===== config.mk =====
export PLATFORM = sky130hd
export DESIGN_NAME = bht_update_queue
export DESIGN_NICKNAME = d
export VERILOG_FILES = /design/src/rtl/bht_update_queue.sv
export SDC_FILE = /design/constraint.sdc
export NUM_CORES = 1
export LEC_CHECK = 0
export BUFFER_PORTS_ARGS = -buffer_cell sky130_fd_sc_hd__buf_2
export CAP_MARGIN = 20
export CORE_MARGIN = 2
export CORE_UTILIZATION = 45
export CTS_BUF_LIST = sky130_fd_sc_hd__clkbuf_4
export CTS_CLUSTER_SIZE = 28
export DETAILED_ROUTE_END_ITERATION = 12
export GPL_TIMING_DRIVEN = 0
export HOLD_SLACK_MARGIN = 0.15
export PLACE_DENSITY = 0.75
export SLEW_MARGIN = 5
export SYNTH_ARGS = -nofsm -noshare
export SYNTH_HDL_FRONTEND = slang
export SYNTH_SLANG_ARGS = --single-unit

===== constraint.sdc =====
create_clock -name clk_i -period 3.73 [get_ports clk_i]
set_input_delay 0.1865 -clock clk_i [delete_from_list [all_inputs] [get_ports clk_i]]
set_output_delay 0.1865 -clock clk_i [all_outputs]
set_load 0.005 [all_outputs]

===== src/rtl/bht_update_queue.sv =====
// BHT update queue: in-order FIFO decoupling resolved branches from BHT training.
// Optional macro BHT_UPDQ_STATS_EN builds a saturating drop counter.
package config_pkg;
   typedef struct packed {
      int unsigned VLEN;
   } cva6_cfg_t;

   localparam cva6_cfg_t cva6_cfg_empty = '{VLEN: 32};
endpackage

module bht_update_queue #(
   parameter config_pkg::cva6_cfg_t CVA6Cfg = config_pkg::cva6_cfg_empty,
   parameter int unsigned DEPTH = 4
) (
   input  logic                         clk_i,
   input  logic                         rst_i,
   input  logic                         flush_i,
   input  logic                         res_valid_i,
   input  logic [CVA6Cfg.VLEN-1:0]      res_pc_i,
   input  logic                         res_taken_i,
   output logic                         bht_upd_valid_o,
   output logic [CVA6Cfg.VLEN-1:0]      bht_upd_pc_o,
   output logic                         bht_upd_taken_o,
   input  logic                         bht_upd_ready_i,
   output logic [$clog2(DEPTH+1)-1:0]   count_o,
   output logic                         full_o,
   output logic                         drop_o,
   output logic [15:0]                  drop_cnt_o
);

   localparam int unsigned VLEN = CVA6Cfg.VLEN;
   localparam int unsigned PW   = (DEPTH > 1) ? $clog2(DEPTH) : 1;
   localparam int unsigned CW   = $clog2(DEPTH + 1);

   if (DEPTH < 2 || (DEPTH & (DEPTH - 1)) != 0) begin : g_bad_depth
      $error("bht_update_queue: DEPTH must be a power of 2 and >= 2");
   end

   typedef struct packed {
      logic [VLEN-1:0] pc;
      logic            taken;
   } entry_t;

   entry_t          mem_q [DEPTH];
   entry_t          mem_d [DEPTH];
   logic [PW-1:0]   wr_ptr_q, wr_ptr_d;
   logic [PW-1:0]   rd_ptr_q, rd_ptr_d;
   logic [CW-1:0]   count_q, count_d;

   logic            valid;
   logic            full;
   logic            enq;
   logic            deq;
   entry_t          head;

   assign valid = (count_q != '0);
   assign full  = (count_q == CW'(DEPTH));
   assign head  = mem_q[rd_ptr_q];

   // A full queue still accepts when the head leaves in the same cycle.
   assign deq = valid & bht_upd_ready_i & ~flush_i;
   assign enq = res_valid_i & ~flush_i & (~full | deq);

   assign bht_upd_valid_o = valid;
   assign bht_upd_pc_o    = valid ? head.pc : '0;
   assign bht_upd_taken_o = valid ? head.taken : 1'b0;
   assign count_o         = count_q;
   assign full_o          = full;
   assign drop_o          = res_valid_i & ~flush_i & full & ~deq;

   always_comb begin
      mem_d    = mem_q;
      wr_ptr_d = wr_ptr_q;
      rd_ptr_d = rd_ptr_q;
      count_d  = count_q;
      if (flush_i) begin
         wr_ptr_d = '0;
         rd_ptr_d = '0;
         count_d  = '0;
      end else begin
         if (enq) begin
            mem_d[wr_ptr_q] = '{pc: res_pc_i, taken: res_taken_i};
            wr_ptr_d        = wr_ptr_q + PW'(1);
         end
         if (deq) begin
            rd_ptr_d = rd_ptr_q + PW'(1);
         end
         unique case ({enq, deq})
            2'b10:   count_d = count_q + CW'(1);
            2'b01:   count_d = count_q - CW'(1);
            default: count_d = count_q;
         endcase
      end
   end

   always_ff @(posedge clk_i or posedge rst_i) begin
      if (rst_i) begin
         wr_ptr_q <= '0;
         rd_ptr_q <= '0;
         count_q  <= '0;
      end else begin
         wr_ptr_q <= wr_ptr_d;
         rd_ptr_q <= rd_ptr_d;
         count_q  <= count_d;
      end
   end

   always_ff @(posedge clk_i) begin
      mem_q <= mem_d;
   end

`ifdef BHT_UPDQ_STATS_EN
   logic [15:0] drop_cnt_q, drop_cnt_d;

   always_comb begin
      drop_cnt_d = drop_cnt_q;
      if (drop_o && drop_cnt_q != 16'hFFFF) begin
         drop_cnt_d = drop_cnt_q + 16'd1;
      end
   end

   always_ff @(posedge clk_i or posedge rst_i) begin
      if (rst_i) begin
         drop_cnt_q <= '0;
      end else begin
         drop_cnt_q <= drop_cnt_d;
      end
   end

   assign drop_cnt_o = drop_cnt_q;
`else
   assign drop_cnt_o = 16'h0;
`endif

endmodule


==> results of run 1 <==
-- layout by cell type, fill, tap and decap left out, types with 3 or more instances in the layout --
cell                            synthesis  routed
sky130_fd_sc_hd__ha_1                   4       4
sky130_fd_sc_hd__buf_6                  5       5
sky130_fd_sc_hd__edfxtp_1             132     132
sky130_fd_sc_hd__mux4_2                33      33
sky130_fd_sc_hd__nor2_1                 4       4
sky130_fd_sc_hd__clkbuf_4               0      19
sky130_fd_sc_hd__buf_2                  7      80
sky130_fd_sc_hd__dfrtp_1                7       7
sky130_fd_sc_hd__clkbuf_1               3       3
sky130_fd_sc_hd__bufinv_16              0       4
sky130_fd_sc_hd__nand2b_1               3       3
sky130_fd_sc_hd__and2_2                 0       4
sky130_fd_sc_hd__inv_1                  8       8
sky130_fd_sc_hd__buf_4                 16      16
sky130_fd_sc_hd__nor2b_1               27      27
sky130_fd_sc_hd__clkinv_2               0       5
sky130_fd_sc_hd__dlygate4sd3_1          0      40
sky130_fd_sc_hd__xor2_1                 3       3
sky130_fd_sc_hd__and2b_1                8       8
sky130_fd_sc_hd__buf_12                 0       4
sky130_fd_sc_hd__conb_1                 1      16
-- power by group --
group / internal [mW] / leakage [nW] / switching (mW)
Combinational: 0.256 / 1.18 / 0.224
Clock: 0.531 / 0.167 / 0.489
Sequential: 1.77 / 1.29 / 0.0185
-- sequential cells by signal, summed over array words and instances, names as in the netlist --
register	flops
count_o	3
mem_q	132
rd_ptr_q	2
wr_ptr_q	2
-- cells by family after synthesis --
| kind of cell | synth area share [%] |
|---|---|
| flops | 72.3 |
| mux | 13.6 |
| xor+xnor | 0.612 |
| compound gates | 1.53 |
| simple gates | 6.21 |
| buf+inv | 4.48 |
| other cells | 0.0655 |
| fa+ha+maj | 1.22 |
-- through the flow --
| stage | power, mW | cell area (µm²) | std cells |
|---|---|---|---|
| final | 3.29 | 7140 | 625 |
| after global routing | 3.45 | 7140 | 625 |
| after CTS | 3.33 | 7140 | 625 |
| after detailed placement | 2.28 | 6450 | 555 |
| after global placement | 2.26 | 6360 | 551 |
| after floorplan | 2.11 | 5780 | 306 |
-- how the worst min path moves through the flow --
| stage | from | end | slack (ns) | cells past startpoint |
|---|---|---|---|---|
| 3_5_place_dp | rst_i | count_o[2] | 0.14 | 2 |
| 5_1_grt | res_pc_i[25] | mem_q[26] | 0.38 | 2 |
| 6_report | res_pc_i[25] | mem_q[26] | 0.43 | 2 |
| 3_3_place_gp | rst_i | count_o[2] | 0.14 | 2 |
| 4_1_cts | res_pc_i[25] | mem_q[26] | 0.38 | 2 |
| 2_1_floorplan | rst_i | count_o[0] | -0.01 | 1 |
-- timing repair --
item / 4_1_cts / 5_1_grt
setup endpoints to repair: 0 / 0
gates resized for setup: 0 / 0
hold endpoints to repair: 145 / 0
hold buffers: 40 / 0
-- area by class of cell --
cell class | count | area, µm²
tap | 172 | 215
clock buffer | 19 | 143
buffer | 32 | 226
sequential | 139 | 4140
multi-input combinational | 127 | 1390
timing repair buffer | 117 | 846
fill | 1011 | 5370
inverter | 8 | 30.0
clock inverter | 11 | 153
-- metal layers --
layer  vias up  GRT usage, %  wire length, µm
met5         -             0                0
met4         0          5.57               66
met3         7          4.38              491
met2        87          28.5             5380
met1      1531          19.9             4290
li1       1400             -                -
==> reports/qor.json, run 1 <==
{
  "run_status": {
    "run_status": "complete, no violations"
  },
  "critical_path": {
    "critPathKind": "reg -> out",
    "critical_path.startpoint_type": "register",
    "worst-path-stages": 5,
    "rr_worst_depth": 6,
    "worstPathMaxFanout": 10,
    "critPathCaptureType": "primary output",
    "arr_time_crit_path_ns": 2.39,
    "reg2reg_slack_ns": 1.41,
    "worst_setup_endpoint": "bht_upd_pc_o[22]",
    "timing.critical_path.buf_inv": 3,
    "crit_chain": "buf_6 -> nor3_2 -> clkbuf_1 -> and2b_1 -> buf_2",
    "critical-path-max-stage-delay_ns": 0.49,
    "critical_path.slowest_cell": "sky130_fd_sc_hd__nor3_2",
    "wp_data_required_ns": 3.54,
    "timing.critical_path.max_delay_family": "simple AND/OR/NAND/NOR gates",
    "rr_endpoint": "count_o[2]",
    "r2r_start": "count_o[0]",
    "startpoint": "count_o[0]"
  },
  "cells_and_area": {
    "drive_above_1_share_pct": 38.9,
    "antenna_cells": 0,
    "layout-area-overhead-vs-synth_pct": 24.8,
    "nets": 485,
    "postLayoutCoreUtil_pct": 57.1
  },
  "logic_synthesis": {
    "synth.cell_area_um2": 5730,
    "synthTopCellsByCount": "sky130_fd_sc_hd__edfxtp_1, sky130_fd_sc_hd__mux4_2, sky130_fd_sc_hd__nor2b_1",
    "synth.most_common_cell": "sky130_fd_sc_hd__edfxtp_1",
    "synth_flop_cell": "sky130_fd_sc_hd__edfxtp_1",
    "synth_sequential_area_ratio_pct": 72.3,
    "synth_cell_types": 38,
    "postSynth.asyncResetShare_pct": 5.04,
    "postSynthRegisterBits": 139,
    "netlist_instances": 291,
    "yosysWarnings": 0,
    "synth-edff-count": 132,
    "synth_largest_type_area_fraction_pct": 69.2,
    "syn_avg_cell_area_um2": 19.7,
    "synth_area_leaders": "sky130_fd_sc_hd__edfxtp_1, sky130_fd_sc_hd__mux4_2, sky130_fd_sc_hd__dfrtp_1",
    "post-synth-top-area-cell": "sky130_fd_sc_hd__edfxtp_1"
  },
  "timing": {
    "worst_hold_slack_ns": 0.435,
    "tightestPinTransition_ns": 0.554,
    "max_freq_mhz": 389,
    "clock_period_minus_final_worst_setup_slack_ns": 2.57,
    "max_slew_margin_pct": 62.9,
    "setup_repair_after_global_routing_missed_its_margin": "false",
    "timing.final.hold_violations": 0,
    "period_share_pct": 69.0,
    "timing.setup.tns_ns": 0,
    "setup_clock_skew_after_layout_ns": 0.0125,
    "setup_ws_ns": 1.16,
    "drv_slew": 0,
    "setup_viol_count_final": 0
  },
  "clocking": {
    "cts.htree.levels": 4,
    "cts_tree": "done",
    "cts.sinks": 139,
    "source_to_sink_clock_delay_at_the_later_pin_of_the_worst_skew_pair_ns": 0.49,
    "clock_buffers_created_by_tritoncts": 17,
    "ctsLongestPathBuffers": 2,
    "post-cts-setup-buffers": 0,
    "ctsRootBufferMaster": "sky130_fd_sc_hd__clkbuf_4",
    "clock_transition_at_the_register_clock_pins_on_the_worst_setup_and_hold_paths_after_cts_ns": 0.11
  },
  "die": {
    "num_rows": 41,
    "die_area_um2": 13600,
    "chipHeight_um": 117,
    "initial_utilization_pct": 45.8,
    "floorplan.die.width_um": 117,
    "fp.coreArea_um2": 12500,
    "ioPinCount": 93
  },
  "placed_design": {
    "detailedPlacementHpwl_mm": 6.47,
    "routability_congestion_estimate_from_global_placement": 0.751,
    "pre_cts_slack_ns": 1.44,
    "buffer_ports.inserted": 73
  },
  "drt": {
    "avgViaCountPerCell": 4.84,
    "postRouteWirelength_mm": 10.2,
    "wl_per_cell_um": 16.4,
    "routed-via-count": 3025,
    "detailedRoute.firstIterationViolations": 147,
    "antenna_violating_nets_post_route": 0,
    "detailedRoute.firstPassIterationCount": 4,
    "detail_route.drc_violations": 0
  },
  "power": {
    "power_leakage_nw": 2.64,
    "areal_power_density_over_the_cells_nw_per_um2": 460,
    "vdd_ir_max_v": 0.000219
  },
  "global_routing": {
    "grt_overflow_total": 0,
    "first_global_vias": 3174,
    "grt_start_max_net_pins": 30,
    "antenna_found_initial": 0,
    "global_route.usage.total_pct": 16.4,
    "wire_length_of_the_first_global_routing_pass_mm": 16.1
  },
  "min_path": {
    "worstHoldPathType": "in -> reg"
  },
  "run": {
    "maxCapViolCount": 0
  }
}
Power figures use the tool's default switching activity.
==> run 2: changes to the inputs <==
Clock period 3.73 ns to 2.5 ns, I/O delays scaled along.
==> reports/qor.json, run 2 (same netlist as run 1, synthesis figures left out) <==
{
  "placed_design": {
    "pre_cts_slack_ns": 0.214,
    "detailedPlacementHpwl_mm": 6.47,
    "buffer_ports.inserted": 73,
    "dp_cells": 555,
    "routability_congestion_estimate_from_global_placement": 0.751
  },
  "critical_path": {
    "critPathKind": "reg -> reg",
    "critPathCaptureType": "register",
    "arr_time_crit_path_ns": 2.74,
    "wp_data_required_ns": 2.92,
    "crit_chain": "buf_6 -> o31ai_1 -> nor3_1 -> fa_1 -> or4_1 -> a31oi_1",
    "worst-path-stages": 6,
    "timing.critical_path.buf_inv": 1,
    "critical_path.startpoint_type": "register",
    "critical_path.slowest_cell": "sky130_fd_sc_hd__or4_1",
    "critical-path-max-stage-delay_ns": 0.55,
    "rr_worst_depth": 6,
    "worstPathMaxFanout": 8,
    "timing.critical_path.max_delay_family": "simple AND/OR/NAND/NOR gates"
  },
  "clocking": {
    "cts_tree": "done",
    "ctsRootBufferMaster": "sky130_fd_sc_hd__clkbuf_4",
    "clock_buffers_created_by_tritoncts": 17,
    "clock_transition_at_the_register_clock_pins_on_the_worst_setup_and_hold_paths_after_cts_ns": 0.11,
    "ctsLongestPathBuffers": 2,
    "cts.htree.levels": 4,
    "source_to_sink_clock_delay_at_the_later_pin_of_the_worst_skew_pair_ns": 0.49,
    "cts.sinks": 139
  },
  "power": {
    "power_leakage_nw": 2.65,
    "vdd_ir_max_v": 0.000327,
    "areal_power_density_over_the_cells_nw_per_um2": 687,
    "power_mw": 4.91
  },
  "global_routing": {
    "global_route.usage.total_pct": 16.3,
    "first_global_vias": 3168,
    "grt_start_max_net_pins": 30,
    "grt_overflow_total": 0,
    "wire_length_of_the_first_global_routing_pass_mm": 16.1,
    "antenna_found_initial": 0
  },
  "timing": {
    "timing.final.hold_violations": 0,
    "setup_repair_after_global_routing_missed_its_margin": "false",
    "worst_hold_slack_ns": 0.368,
    "setup_clock_skew_after_layout_ns": 0.0102,
    "max_freq_mhz": 431,
    "drv_slew": 0,
    "period_share_pct": 92.9,
    "setup_viol_count_final": 0,
    "timing.setup.tns_ns": 0,
    "tightestPinTransition_ns": 0.514,
    "setup_ws_ns": 0.177,
    "clock_period_minus_final_worst_setup_slack_ns": 2.32,
    "max_slew_margin_pct": 65.8
  },
  "cells_and_area": {
    "drive_above_1_share_pct": 39.5,
    "mostFrequentLayoutCells": "sky130_fd_sc_hd__edfxtp_1, sky130_fd_sc_hd__buf_2, sky130_fd_sc_hd__dlygate4sd3_1, sky130_fd_sc_hd__mux4_2, sky130_fd_sc_hd__nor2b_1",
    "layout-area-overhead-vs-synth_pct": 24.9,
    "top_register": "mem_q",
    "largest_register_ff_count": 132,
    "layout.cells.most_common": "sky130_fd_sc_hd__edfxtp_1",
    "number_of_standard_cells_in_the_final_layout_excluding_fillers": 625,
    "nets": 485,
    "antenna_cells": 0
  },
  "die": {
    "ioPinCount": 93,
    "fp.coreArea_um2": 12500,
    "floorplan.die.width_um": 117,
    "chipHeight_um": 117,
    "initial_utilization_pct": 45.8,
    "die_area_um2": 13600,
    "num_rows": 41
  },
  "run": {
    "maxCapViolCount": 0
  },
  "drt": {
    "antenna_violating_nets_post_route": 0,
    "detail_route.drc_violations": 0,
    "avgViaCountPerCell": 4.88,
    "postRouteWirelength_mm": 10.2,
    "detailedRoute.firstIterationViolations": 151,
    "wl_per_cell_um": 16.4,
    "detailedRoute.firstPassIterationCount": 4,
    "routed-via-count": 3049
  },
  "run_status": {
    "run_status": "complete, no violations"
  },
  "min_path": {
    "worstHoldPathType": "in -> reg",
    "number_of_instances_on_the_worst_hold_path": 2
  }
}
## run 2: cell counts in the layout (fill, tap and decap cells not counted)
Identical to the previous run, type by type.
## run 2: area by class of cell
| type | count | area, µm² |
|---|---|---|
| repair buffers | 117 | 846 |
| clock buffers | 19 | 143 |
| plain buffers | 32 | 230 |
| flip-flops and latches | 139 | 4140 |
| multi-input cells | 127 | 1400 |
| fillers | 1009 | 5360 |
| well taps | 172 | 215 |
| clock inverters | 11 | 153 |
| inverters | 8 | 30.0 |
## run 2: worst paths after layout
kind                         startpoint     endpoint  slack, ns
max in group asynchronous         rst_i   count_o[1]       1.60
max reg2reg                  count_o[0]   count_o[2]       0.18
max                          count_o[0]   count_o[2]       0.18
min in group asynchronous         rst_i   count_o[2]       0.67
min reg2reg                 wr_ptr_q[0]  wr_ptr_q[0]       0.56
min                        res_pc_i[25]    mem_q[26]       0.37
## run 2: per-layer routing
layer / wire length [µm] / track usage [%]
met5: 0 / 0
met4: 95 / 5.57
met3: 440 / 4.38
met2: 5380 / 28.4
met1: 4330 / 19.9
## run 2: worst reg2reg max path, stage by stage, from the launching register on
cell	delay (ns)
sky130_fd_sc_hd__dfrtp_1	0.44
sky130_fd_sc_hd__buf_6	0.16
sky130_fd_sc_hd__o31ai_1	0.37
sky130_fd_sc_hd__nor3_1	0.11
sky130_fd_sc_hd__fa_1	0.46
sky130_fd_sc_hd__or4_1	0.55
sky130_fd_sc_hd__a31oi_1	0.17
## run 2: per-stage QoR
step / util (%) / cell area (µm²)
floorplan: - / 5780
detailed placement: 51.5 / 6450
finish: 57.2 / 7150
global route: 57.2 / 7150
global placement: 50.8 / 6360
CTS: 57.1 / 7150
## run 2: power breakdown
part           internal [mW]  switching, mW  leakage [nW]
clock                  0.792          0.730         0.167
sequential              2.64         0.0279          1.29
combinational          0.387          0.335          1.19
total                   3.82           1.09          2.65
## run 2: timing repair
item	4_1_cts	5_1_grt
endpoints found under the hold margin	146	0
setup buffers	0	0
setup endpoints to repair	19	4
hold buffers	40	0
cloned	0	0
gates resized for setup	3	1
